--- src/rtl/pipeline_operand_stage.sv ---
// Operand-fetch stage: resolves rs1/rs2 through a priority forwarding network,
// then holds the results in a main entry and one skid entry toward EX.
//
// Ports:
//   clk, reset (async, active-low), flush (sync kill of held entries)
//   in_*       : upstream entry with valid/ready handshake
//   rf_rdata*  : register-file read data for in_rs1/in_rs2
//   fwd_*      : NFWD forwarding sources, index 0 is the youngest producer
//   out_*      : resolved entry toward EX with valid/ready handshake
//   hazard     : combinational stall when a selected source is still pending
//   stall_cnt  : saturating count of cycles in_valid was held off
module pipeline_operand_stage #(
  parameter int XLEN   = 64,
  parameter int NFWD   = 3,
  parameter int CTRL_W = 32
) (
  input  logic                   clk,
  input  logic                   reset,
  input  logic                   flush,
  input  logic                   in_valid,
  output logic                   in_ready,
  input  logic [XLEN-1:0]        in_pc,
  input  logic [XLEN-1:0]        in_imm,
  input  logic [4:0]             in_rs1,
  input  logic [4:0]             in_rs2,
  input  logic [4:0]             in_rd,
  input  logic [CTRL_W-1:0]      in_ctrl,
  input  logic [XLEN-1:0]        rf_rdata1,
  input  logic [XLEN-1:0]        rf_rdata2,
  input  logic [NFWD-1:0]        fwd_valid,
  input  logic [NFWD-1:0]        fwd_pending,
  input  logic [NFWD*5-1:0]      fwd_rd,
  input  logic [NFWD*XLEN-1:0]   fwd_data,
  output logic                   out_valid,
  input  logic                   out_ready,
  output logic [XLEN-1:0]        out_pc,
  output logic [XLEN-1:0]        out_imm,
  output logic [XLEN-1:0]        out_rs1_data,
  output logic [XLEN-1:0]        out_rs2_data,
  output logic [4:0]             out_rd,
  output logic [CTRL_W-1:0]      out_ctrl,
  output logic                   hazard,
  output logic [31:0]            stall_cnt
);

  typedef struct packed {
    logic [XLEN-1:0]   pc;
    logic [XLEN-1:0]   imm;
    logic [XLEN-1:0]   rs1;
    logic [XLEN-1:0]   rs2;
    logic [4:0]        rd;
    logic [CTRL_W-1:0] ctrl;
  } entry_t;

  entry_t      main_q, main_d;
  entry_t      skid_q, skid_d;
  entry_t      new_e;
  logic        main_valid_q, main_valid_d;
  logic        skid_valid_q, skid_valid_d;
  logic [31:0] stall_cnt_q, stall_cnt_d;

  logic [XLEN-1:0] rs1_val, rs2_val;
  logic            rs1_pend, rs2_pend;
  logic            accept, pop;
  logic            mv_skid, ld_main, ld_skid, drain;

  // Walk from lowest priority upward so the youngest match overwrites.
  // A pending flag is taken only from the source that actually wins.
  always_comb begin
    rs1_val  = rf_rdata1;
    rs1_pend = 1'b0;
    rs2_val  = rf_rdata2;
    rs2_pend = 1'b0;
    for (int i = NFWD - 1; i >= 0; i--) begin
      if (fwd_valid[i] && fwd_rd[i*5 +: 5] == in_rs1) begin
        rs1_val  = fwd_data[i*XLEN +: XLEN];
        rs1_pend = fwd_pending[i];
      end
      if (fwd_valid[i] && fwd_rd[i*5 +: 5] == in_rs2) begin
        rs2_val  = fwd_data[i*XLEN +: XLEN];
        rs2_pend = fwd_pending[i];
      end
    end
    if (in_rs1 == 5'd0) begin
      rs1_val  = '0;
      rs1_pend = 1'b0;
    end
    if (in_rs2 == 5'd0) begin
      rs2_val  = '0;
      rs2_pend = 1'b0;
    end
  end

  always_comb begin
    new_e      = '0;
    new_e.pc   = in_pc;
    new_e.imm  = in_imm;
    new_e.rs1  = rs1_val;
    new_e.rs2  = rs2_val;
    new_e.rd   = in_rd;
    new_e.ctrl = in_ctrl;
  end

  assign hazard   = in_valid & (rs1_pend | rs2_pend);
  assign in_ready = ~skid_valid_q;
  assign accept   = in_valid & in_ready & ~hazard & ~flush;
  assign pop      = main_valid_q & out_ready;

  // Mutually exclusive storage moves; flush overrides every one of them.
  assign mv_skid = ~flush & pop & skid_valid_q;
  assign ld_main = accept & (~main_valid_q | (pop & ~skid_valid_q));
  assign ld_skid = accept & main_valid_q & ~pop;
  assign drain   = ~flush & pop & ~skid_valid_q & ~accept;

  always_comb begin
    main_d       = main_q;
    skid_d       = skid_q;
    main_valid_d = main_valid_q;
    skid_valid_d = skid_valid_q;
    unique case (1'b1)
      flush: begin
        main_valid_d = 1'b0;
        skid_valid_d = 1'b0;
      end
      mv_skid: begin
        main_d       = skid_q;
        main_valid_d = 1'b1;
        skid_valid_d = 1'b0;
      end
      ld_main: begin
        main_d       = new_e;
        main_valid_d = 1'b1;
      end
      ld_skid: begin
        skid_d       = new_e;
        skid_valid_d = 1'b1;
      end
      drain: begin
        main_valid_d = 1'b0;
      end
      default: ;
    endcase
  end

  always_comb begin
    stall_cnt_d = stall_cnt_q;
    if (in_valid && !accept && !flush && stall_cnt_q != 32'hFFFF_FFFF)
      stall_cnt_d = stall_cnt_q + 32'd1;
  end

  always_ff @(posedge clk or negedge reset) begin
    if (!reset) begin
      main_q       <= '0;
      skid_q       <= '0;
      main_valid_q <= 1'b0;
      skid_valid_q <= 1'b0;
      stall_cnt_q  <= '0;
    end else begin
      main_q       <= main_d;
      skid_q       <= skid_d;
      main_valid_q <= main_valid_d;
      skid_valid_q <= skid_valid_d;
      stall_cnt_q  <= stall_cnt_d;
    end
  end

  assign out_valid    = main_valid_q;
  assign out_pc       = main_q.pc;
  assign out_imm      = main_q.imm;
  assign out_rs1_data = main_q.rs1;
  assign out_rs2_data = main_q.rs2;
  assign out_rd       = main_q.rd;
  assign out_ctrl     = main_q.ctrl;
  assign stall_cnt    = stall_cnt_q;

endmodule

--- config.mk ---
export PLATFORM = sky130hd
export DESIGN_NAME = pipeline_operand_stage
export DESIGN_NICKNAME = d
export VERILOG_FILES = /design/src/rtl/pipeline_operand_stage.sv
export SDC_FILE = /design/constraint.sdc
export NUM_CORES = 1
export LEC_CHECK = 0
export CAP_MARGIN = 40
export CORE_ASPECT_RATIO = 1.1
export CORE_MARGIN = 8
export CORE_UTILIZATION = 30
export DETAILED_ROUTE_END_ITERATION = 10
export PLACE_DENSITY = 0.6
export SLEW_MARGIN = 10
export SYNTH_ARGS = -nofsm -noshare
export SYNTH_HDL_FRONTEND = slang
export SYNTH_SLANG_ARGS = --single-unit
--- constraint.sdc ---
create_clock -name clk -period 2.1 [get_ports clk]
set_input_delay 0.42 -clock clk [delete_from_list [all_inputs] [get_ports clk]]
set_output_delay 0.42 -clock clk [all_outputs]
set_load 0.01 [all_outputs]
==> flow_summary.toml <==
[worst_setup_path]
cp-start-kind = "input pin"
ff2ff_path_depth = 6
r2r_end = "skid_q[62]"
path_buf_inv = 5
cp_slowest_cell = "or4_4"
r2r_start = "out_valid"
cp.arrival_ps = 3060
cp_cell_sequence = "clkdlybuf4s50_1, nand2_1, nor3_2, a211oi_4, o22ai_4, buf_6, or4_4, buf_4, buf_12, bufbuf_16, mux2i_1"
crit_required_ps = 2580
cp_max_fo = 19
end_kind = "flip-flop"
crit_start = "fwd_valid[2]"
max_stage_delay_ps = 560
criticalPathCategory = "in2reg"
crit_family = "buffers and inverters"
reg2reg_slack_ps = 80

[power_and_ir_drop]
ir_worst_vdd_mv = 0.4853
p_switching_uw = 13350
seqPwrFrac = 0.395
power_density_nw_per_um2 = 942.0
swShare = 0.2927
finalPower_uw = 45620
p_int_uw = 32270
combPwrFrac = 0.320
p_clk_frac = 0.286
leakage_uw = 0.02313

[timing]
rsz0062_at_grt = "yes"
report.final.slew_viol_count = 0
setup_violations = 608
finalWorstSetupSlack_ps = -481.5
hold_viol_final = 0
whs_ps = 394.6
fmax_mhz = 387.4
tightest_slew_ps = 722.7
slew_headroom = 0.5182
min_period_ps = 2581
fin_crit_sh = 1.229
setup_tns_ps = -224410
finClkSkew_ps = 30.72

[clock_tree]
clk_pin_slew_ps = 60
clkLatencyLatePin_ps = 620
cts_tree = "built"
cts-root-buf = "clkbuf_16"
cts_sinks = 620
h-tree-depth = 3
cts_inserted_buffers = 73
clockBufferDepth = 3

[die]
die_x_um = 325.6
dieArea_um2 = 116100
rows = 125
ios = 849
core_area_um2 = 105100
start_util = 0.3010
die_height_um = 356.6

[placed_design]
pre_cts_ws_ps = -1442
gp_congestion = 0.9343
dpl.cell_count = 5002
portBuffers = 848
post-dp-hpwl_um = 93260

[synth]
async_flop_share = 1.000
synth-edff-count = 0
netlist_area_um2 = 31630
ys.flop_type = "dfrtp_1"
yosys.cell_types.count = 44
syn_nets = 3175
netlist_top_cells_area = "dfrtp_1, mux2i_1, mux2_4, mux2_2, a21oi_1"
yosysTopAreaCellShare = 0.4905
yosysTopAreaCell = "dfrtp_1"
syn-mean-instance-area_um2 = 11.92
synth-warning-count = 0
synth-seq-cells = 620
synth_seq_area_share = 0.4905
netlist_instances = 2653

[finish]
final_cell_mix = "clkdlybuf4s50_1, dfrtp_1, mux2i_1"
layout_commonest_cell = "clkdlybuf4s50_1"
area_growth_pct = 53.09
fin_cells = 5238
layout-drive-gt1-share = 0.2643
fin_nets = 4288

[min_path]
hp-class = "in2async"

[global_route]
grt_pass1_vias = 26740
gr-total-overflow = 0
grt_pass1_wl_um = 183700
antenna_found_initial = 39
grt_max_degree = 128
gr-usage-all-layers = 0.2072

[route]
drc_errors = 0
wl_um = 127300
wl_per_cell_um = 24.31
first_iter_violations = 1701
drtAntennaViolNets = 0
num_vias = 25660
dr.pass1.iters = 5
viasPerCell = 4.898

[outcome]
outcome = "finished, violations left"
failed_checks = "setup timing"

[flow_run]
maxCapViolations = 0
power by group through the flow:
stage	logic, µW	clock network, µW	registers (µW)
finish	14600	13000	18000
global route	15700	13800	18400
CTS	14500	13400	18000
detailed placement	14000	0	18100
global placement	13800	0	18100
floorplan	6240	0	18300
layout make-up:
class	instances	area [µm²]
diodes	20	50.05
clock buffers	105	2128
clock inverters	25	345.3
fillers	9643	56670
inverters	131	491.7
multi-input cells	1718	15080
flip-flops and latches	620	15510
well taps	1397	1748
repair buffers	1222	13070
stage by stage:
| stage | utilization | cell area (µm²) |
|---|---|---|
| final | 0.4608 | 48430 |
| after global routing | 0.4605 | 48400 |
| after CTS | 0.4547 | 47790 |
| after detailed placement | 0.4167 | 43790 |
| after global placement | 0.4167 | 43790 |
| after floorplan | - | 31820 |
cell families (layout without fill, tap and decap cells):
group | after synthesis | after routing | synth area share
other | 0 | 20 | 0
AND/OR/NAND/NOR | 316 | 316 | 0.04402
buffers and inverters | 315 | 1483 | 0.04695
adder cells (fa/ha/maj) | 1 | 1 | 0.0003955
multiplexers | 880 | 880 | 0.3218
XOR/XNOR | 61 | 61 | 0.01689
AO/OA/AOI/OAI | 460 | 460 | 0.07946
flip-flops | 620 | 620 | 0.4905
timing repair:
action | in CTS | in global routing
pin swaps | 23 | 16
endpoints found under the setup margin | 660 | 668
endpoints found under the hold margin | 24 | 0
cloned | 30 | 8
buffers inserted | 29 | 29
hold buffers | 1 | 0
resized for setup | 164 | 95
cells in the mapped netlist, types with 3 or more instances:
master and instances:
nand3_1 21, a21oi_1 322, mux2_1 84, and3_1 8
nor3_1 26, dfrtp_1 620, nor4b_1 3, clkbuf_1 112
nand2_1 15, nor2_1 206, mux2_2 212, buf_6 34
xnor2_1 16, mux2i_1 384, o21ai_0 64, a211oi_1 64
inv_1 131, mux2_4 200, buf_2 38, nor4_1 8
xor2_1 45, nand4_1 14
worst register-to-register path, stage by stage (launching register included):
cell       delay, ps
dfrtp_1          420
nand2b_1          90
or4_4            540
buf_4            170
buf_12           160
bufbuf_16        390
mux2i_1          110
flip-flops by register name, summed over array words and instances (netlist names):
signal	flops
stall_cnt	32
out_imm	64
out_rs1_data	64
skid_valid_q	1
out_rd	5
skid_q	293
out_valid	1
out_ctrl	32
out_pc	64
out_rs2_data	64
worst max path at each step:
| stage | to | depth (start not counted) |
|---|---|---|
| after global routing | skid_q[67] | 14 |
| after CTS | skid_q[233] | 13 |
| after global placement | out_rs1_data[11] | 11 |
| after floorplan | skid_q[169] | 10 |
| after detailed placement | out_rs1_data[7] | 11 |
| final | skid_q[62] | 11 |
metal layers:
metal | share of wire | wire length [µm] | track usage
met5 | 0.0012 | 151 | 0
met4 | 0.034 | 4380 | 0.06908
met3 | 0.071 | 9044 | 0.05756
met2 | 0.47 | 60410 | 0.3436
met1 | 0.42 | 53330 | 0.2601
Note: power is estimated with default switching activity, not from simulation.
